**src/rtl/packet_rr_arbiter.sv**
```systemverilog
// packet_rr_arbiter: round-robin arbiter that moves whole packets from NUM_PORTS
// upstream FIFOs (registered reads) to a single valid/ready downstream port.
//
// Ports:
//   clk, rst_n      single clock, synchronous active-low reset
//   port_empty      per-port FIFO empty flags
//   port_rd_en      per-port FIFO read strobe (one-hot, only in ISSUE)
//   port_rd_data    concatenated FIFO read data, port i at [i*PACKET_WIDTH +: PACKET_WIDTH]
//   port_mask       per-port arbitration enable
//   out_valid/out_ready/out_data/out_port_id   downstream packet interface
//   busy            high whenever the FSM is not idle
//   pkt_count       saturating count of delivered packets
module packet_rr_arbiter #(
    parameter int unsigned PACKET_WIDTH = 128,
    parameter int unsigned NUM_PORTS    = 4,
    parameter int unsigned PORT_ID_W    = 2
) (
    input  logic                              clk,
    input  logic                              rst_n,
    input  logic [NUM_PORTS-1:0]              port_empty,
    output logic [NUM_PORTS-1:0]              port_rd_en,
    input  logic [NUM_PORTS*PACKET_WIDTH-1:0] port_rd_data,
    input  logic [NUM_PORTS-1:0]              port_mask,
    output logic                              out_valid,
    input  logic                              out_ready,
    output logic [PACKET_WIDTH-1:0]           out_data,
    output logic [PORT_ID_W-1:0]              out_port_id,
    output logic                              busy,
    output logic [15:0]                       pkt_count
);

    typedef enum logic [1:0] {StIdle, StIssue, StWait, StSend} state_e;

    state_e                  state_q, state_d;
    logic [PORT_ID_W-1:0]    grant_q, grant_d;
    logic [PORT_ID_W-1:0]    last_grant_q, last_grant_d;
    logic [PACKET_WIDTH-1:0] out_data_q, out_data_d;
    logic [PORT_ID_W-1:0]    out_port_id_q, out_port_id_d;
    logic [15:0]             pkt_count_q, pkt_count_d;

    logic [NUM_PORTS-1:0]    req;
    logic [PORT_ID_W-1:0]    rr_grant;
    logic [PACKET_WIDTH-1:0] sel_data;

    // First requester at or above last+1, wrapping past the top port.
    function automatic logic [PORT_ID_W-1:0] rr_pick(input logic [NUM_PORTS-1:0] r,
                                                     input logic [PORT_ID_W-1:0] last);
        int   idx;
        logic found;
        rr_pick = '0;
        found   = 1'b0;
        for (int i = 0; i < int'(NUM_PORTS); i++) begin
            idx = int'(last) + 1 + i;
            if (idx >= int'(NUM_PORTS)) idx = idx - int'(NUM_PORTS);
            if (!found && r[PORT_ID_W'(idx)]) begin
                found   = 1'b1;
                rr_pick = PORT_ID_W'(idx);
            end
        end
    endfunction

    assign req      = ~port_empty & port_mask;
    assign rr_grant = rr_pick(req, last_grant_q);

    // Data mux for the granted port's slice.
    always_comb begin
        sel_data = '0;
        for (int i = 0; i < int'(NUM_PORTS); i++) begin
            if (grant_q == PORT_ID_W'(i)) sel_data = port_rd_data[i*PACKET_WIDTH +: PACKET_WIDTH];
        end
    end

    always_comb begin
        port_rd_en = '0;
        for (int i = 0; i < int'(NUM_PORTS); i++) begin
            port_rd_en[i] = (state_q == StIssue) && (grant_q == PORT_ID_W'(i));
        end
    end

    always_comb begin
        state_d       = state_q;
        grant_d       = grant_q;
        last_grant_d  = last_grant_q;
        out_data_d    = out_data_q;
        out_port_id_d = out_port_id_q;
        pkt_count_d   = pkt_count_q;
        unique case (state_q)
            StIdle: begin
                if (|req) begin
                    grant_d = rr_grant;
                    state_d = StIssue;
                end
            end
            StIssue: begin
                last_grant_d = grant_q;
                state_d      = StWait;
            end
            StWait: begin
                // FIFO data for the ISSUE-cycle read is valid now.
                out_data_d    = sel_data;
                out_port_id_d = grant_q;
                state_d       = StSend;
            end
            StSend: begin
                if (out_ready) begin
                    if (pkt_count_q != 16'hFFFF) pkt_count_d = pkt_count_q + 16'd1;
                    state_d = StIdle;
                end
            end
            default: state_d = StIdle;
        endcase
    end

    always_ff @(posedge clk) begin
        if (!rst_n) begin
            state_q       <= StIdle;
            grant_q       <= '0;
            last_grant_q  <= PORT_ID_W'(NUM_PORTS - 1);
            out_data_q    <= '0;
            out_port_id_q <= '0;
            pkt_count_q   <= '0;
        end else begin
            state_q       <= state_d;
            grant_q       <= grant_d;
            last_grant_q  <= last_grant_d;
            out_data_q    <= out_data_d;
            out_port_id_q <= out_port_id_d;
            pkt_count_q   <= pkt_count_d;
        end
    end

    assign out_valid   = (state_q == StSend);
    assign busy        = (state_q != StIdle);
    assign out_data    = out_data_q;
    assign out_port_id = out_port_id_q;
    assign pkt_count   = pkt_count_q;

endmodule
```
**config.mk**
```make
export PLATFORM = sky130hd
export DESIGN_NAME = packet_rr_arbiter
export DESIGN_NICKNAME = d
export VERILOG_FILES = /design/src/rtl/packet_rr_arbiter.sv
export SDC_FILE = /design/constraint.sdc
export NUM_CORES = 1
export LEC_CHECK = 0
export BUFFER_PORTS_ARGS = -buffer_cell sky130_fd_sc_hd__buf_2
export CAP_MARGIN = 10
export CORE_AREA = 2 2 263 265
export DETAILED_ROUTE_END_ITERATION = 8
export DIE_AREA = 0 0 265 267
export PLACE_DENSITY_LB_ADDON = 0.15
export SLEW_MARGIN = 5
export SYNTH_ARGS = -nofsm -noshare
export SYNTH_HDL_FRONTEND = slang
export SYNTH_SLANG_ARGS = --single-unit
```
**constraint.sdc**
```tcl
create_clock -name clk -period 5.6 [get_ports clk]
set_clock_uncertainty 0.15 [all_clocks]
set_input_delay 1.68 -clock clk [delete_from_list [all_inputs] [get_ports clk]]
set_output_delay 1.68 -clock clk [all_outputs]
set_load 0.03 [all_outputs]
```
# Yosys cells after proc, flatten, opt, wreduce, memory -nomap -nowiden
# Cells that the tools add are included.
# totals
ff_bits	152
in_bits	523
out_inout_bits	152
elab_cells	81
# op_classes
n_addsub	9
magnitude_cmp	8
eq_ne	9
mux	30
bitwise	2
n_reduce_logical	17
# op_table
cell	count
two-way mux 128 bit	4
two-way mux 2 bit	10
adder 16 x 1 -> 16 bit, second input constant	1
less-than comparator 2 x 4 -> 1 bit, second input constant	4
!= test 16 bit, second input constant	1
>= comparator 4 x 3 -> 1 bit, second input constant	3
two-way mux 1 bit	11
adder 3 x 2 -> 4 bit, second input constant	2
binary-select mux 1 bit (select 2 bit)	4
equality test 2 bit, second input constant	4
one-hot mux 2 bit (4 select lines)	1
subtractor 2 x 1 -> 2 bit, second input constant	4
logical AND 1 bit	7
adder 3 x 1 -> 4 bit, second input constant	1
AND 4 bit	1
equality test 2 x 1 -> 1 bit, second input constant	2
logical NOT 2 bit	2
inverter 4 bit	1
AND reduction 2 bit	2
OR reduction 4 bit	1
adder 2 x 1 -> 3 bit, second input constant	1
>= comparator 3 bit, second input constant	1
logical NOT 1 bit	3
AND reduction 3 bit	1
3 further kinds	3

# Longest topological paths before layout
# depth
ltp_word	16
depth_mapped	7
ltp_nobuf	6

# Worst setup path after synthesis
# OpenSTA, ideal clock, no wires.
# synth_path
path_kind	reg2out
startpoint	reg grant_q[1]
endpoint	out port_rd_en[0]
t_arrival_ns	1.504
required_time_ns	3.770
setup_slack_ns	2.266
path_stages_with_launch	5
n_path_buf	3
cell_sequence	dfxtp_1 > buf_2 > buf_2 > buf_2 > nor3b_1
# synth_between
elab_chain_cells	2
# synth_rtl
item	line_no	rtl
start: declaration	35	logic [PORT_ID_W-1:0] grant_q, grant_d;
start signal: assignment	124	grant_q <= grant_d;
logical NOT 2 bit	76	port_rd_en[i] = (state_q == StIssue) && (grant_q == PORT_ID_W'(i));
logical AND 1 bit	76	
end: declaration	21	output logic [NUM_PORTS-1:0] port_rd_en,
# Every way passes these cells.

# Worst setup path in the final report
# layout_path
startpoint	reg state_q[1]
endpoint	out port_rd_en[2]
# layout_between
elab_chain_cells	2
# layout_rtl
item	line_no	rtl
start: declaration	34	state_e state_q, state_d;
start signal: assignment	116	state_q <= StIdle;
start signal: assignment	123	state_q <= state_d;
equality test 2 x 1 -> 1 bit	76	
logical AND 1 bit	76	
# Every way passes these cells.

==> results.md <==
* Die footprint at 70,760 sq um
* DRC Markers at 0
* Clk_lat worst skew at 0.47 ns
* WL/cell at 17.84 um
* Outcome: complete, no violations
* Fmax achieved at 287.7 MHz
* Die Wd at 265 um
* Synth Register Bits at 152
* Hpwl dp at 32,990 um
* WL met1 at 14,690 um
* First-pass GRT wire length at 56,880 um
* # nets final at 1,891
* Post-synthesis sequential area ratio at 0.3471
* Synthesized area per cell at 12.09 sq um
* RSZ-0062 raised after global routing: false
* Peak supply drop at 192.1 uV
* Initial core utilization at 0.1290
* # setup viols final at 0
* Std-Cell Rows at 96
* Post-CTS setup buffer count at 0
* CP max stage cell: dfxtp_1
* CTS tree: yes
* Port bufs at 674
* Synth area leader: dfxtp_1
* DRT iter0 DRCs at 311
* Cts hold-fix bufs at 0
* GRT overflow at 0
* Clock tree buffer depth at 2
* Max-cap violations at 0
* Num CTS Buffers at 17
* Final WL at 40,420 um
* Most frequent cells in the layout: 674 x buf_2, 156 x nor2_1, 150 x dfxtp_1
* Final hold vios at 0
* CP max stage delay at 0.35 ns
* Synthesized instance count at 725
* Reg2reg start: grant_q[0]
* Die Ht at 267 um
* Placeable Area at 67,990 sq um
* Detail Route Antenna Nets at 0
* DR top layer: met5
* Leakage at 5.953 nW
* Area contributors post-synth: dfxtp_1 35%, mux4_2 33%, mux2i_1 15%
* DR WL met3 at 3416 um
* Setup TNS at 0 ns
* Slew Limit Headroom at 0.4088
* Worst setup path start: state_q[1]
* GP Congestion at 0.7972
* Yosys top cell area share at 0.3471
* Worst EP arrival at 1.65 ns
* Vias at 8,610
* Pin count of the biggest net entering global routing at 75
* CP endpoint kind: primary output
* CP Launch Type: register
* Period minus WS final at 3.476 ns
* Warnings from Yosys at 0
* Via density at 3.800
* Syn-to-layout area delta at 56.19%
* Vias in the first global route at 9,064
* Clock Root Buffer: clkbuf_16
* Mapped Area at 8767 sq um
* Hold Crit Class: register to register
* Top-Level Pins at 675
* # resized after CTS at 0
* Post-synth cell types at 41
* GRT Util Overall at 0.1104
* Fillers at 7,584
* CP Max Fanout at 6
* Commonest non-fill, non-tap cell in the layout: buf_2
* Delay-heaviest family, CP: flip-flops
* Final slew viol count at 0
* Cell area after layout at 13,690 sq um
* CP required at 3.77 ns
* Worst-path cell chain: inv_1 > ha_1 > nand2_1 > nor2_1 > buf_2
* WP buf/inv at 2
* Final Cycle Share at 0.6207
* Routed length on met2 at 21,030 um
* CTS clk-pin slew, worst paths at 0.07 ns
* Critical hold path startpoint: out_data[30]
* 1st-pass router iterations at 4
* CTS sink count at 152
* Worst-Margin Slew at 0.8868 ns
* Number of H-tree levels at 4
* Worst Setup Path Type: register to primary output
* Initial antenna violation count at 19
* Syn Nets at 1,254
* Pwr dens at 408.3 nW/um^2
* Area after DPL at 13,060 sq um
* Layout cells sized above 1 at 0.6182
layer usage:
| layer | track usage | up-vias |
|---|---|---|
| li1 | - | 4020 |
| met1 | 0.1122 | 4073 |
| met2 | 0.1997 | 454 |
| met3 | 0.04253 | 57 |
| met4 | 0.05039 | 6 |
| met5 | 0 | - |
worst paths after layout:
path / endpoint / slack [ns] / cells after the start
worst min register to register: out_data[30] / 0.33 / 2
worst max-delay path: port_rd_en[2] / 2.12 / 5
worst min-delay path: out_data[30] / 0.33 / 2
worst max register to register: out_data[84] / 2.96 / 4
metrics by stage:
step	setup WS [ns]	util	hold slack [ns]	cells	power (mW)
5_1_grt	1.957	0.2013	0.3559	2263	5.980
3_5_place_dp	2.412	0.1921	0.3230	2225	4.473
6_report	2.124	0.2014	0.3342	2266	5.590
3_3_place_gp	2.451	0.1921	0.3173	2225	4.466
4_1_cts	2.022	0.2011	0.3405	2257	5.766
2_1_floorplan	2.266	-	0.3571	725	3.618
cell families (layout without fill, tap and decap cells):
group	after synthesis	count (layout)	share of synthesized area
AOI/OAI and AO/OA	20	20	0.01556
xor gates and xnor gates	12	12	0.01199
adders and majority gates	6	6	0.008563
buffers and inverters	70	720	0.03696
DFF	152	152	0.3471
muxes	261	261	0.4807
other	0	9	0
and+or+nand+nor	204	204	0.09919
worst reg2reg max path: stages (launching register included):
cell and delay, ns:
dfxtp_4 0.71, buf_4 0.74, mux4_2 0.70, mux2i_1 0.17, nor2_1 0.06
cell usage after synthesis:
master / count
clkbuf_1: 30
a32oi_1: 1
nor2b_1: 4
and2_1: 1
o311ai_1: 2
buf_1: 2
xor2_1: 9
nand2b_1: 4
nand3b_1: 1
o221ai_1: 1
or2_2: 1
nor4_2: 1
and3_1: 1
buf_2: 25
ha_1: 6
nor3b_1: 1
and3b_1: 1
and2_2: 1
o21ai_0: 6
a21oi_1: 2
xnor2_1: 3
o22ai_1: 2
o41a_1: 1
buf_4: 6
o41ai_1: 2
nor3_1: 2
nor4_1: 2
inv_1: 6
a31oi_1: 2
nand2_1: 11
nand3_1: 7
a211oi_1: 1
buf_6: 1
mux2i_1: 133
mux4_2: 128
or3_1: 1
nand3_2: 1
nand4_2: 1
nand4_1: 7
nor2_1: 156
dfxtp_1: 152
layout make-up:
cell class / count / area (sq um) / share of cell area
Clock buffer: 20 / 467.9 / 0.03417
Clock inverter: 12 / 140.1 / 0.01023
Timing Repair Buffer: 682 / 3471 / 0.2535
Sequential cell: 152 / 3050 / 0.2228
Antenna cell: 9 / 22.52 / 0.001645
Multi-Input combinational cell: 503 / 5413 / 0.3953
Tap cell: 882 / 1104 / 0.08059
Inverter: 6 / 25.02 / 0.001827
registers in the layout, summed over array words and instances, names as in the netlist:
register      flops
grant_q           2
out_port_id       2
state_q           2
out_data        128
last_grant_q      2
pkt_count        16
power breakdown:
group | internal, mW | switching (mW) | total [mW]
sequential | 1.32 | 0.199 | 1.52
clock | 0.699 | 0.521 | 1.22
combinational | 1.32 | 1.53 | 2.85
total | 3.34 | 2.25 | 5.59
(Power assumes the default switching activity.)
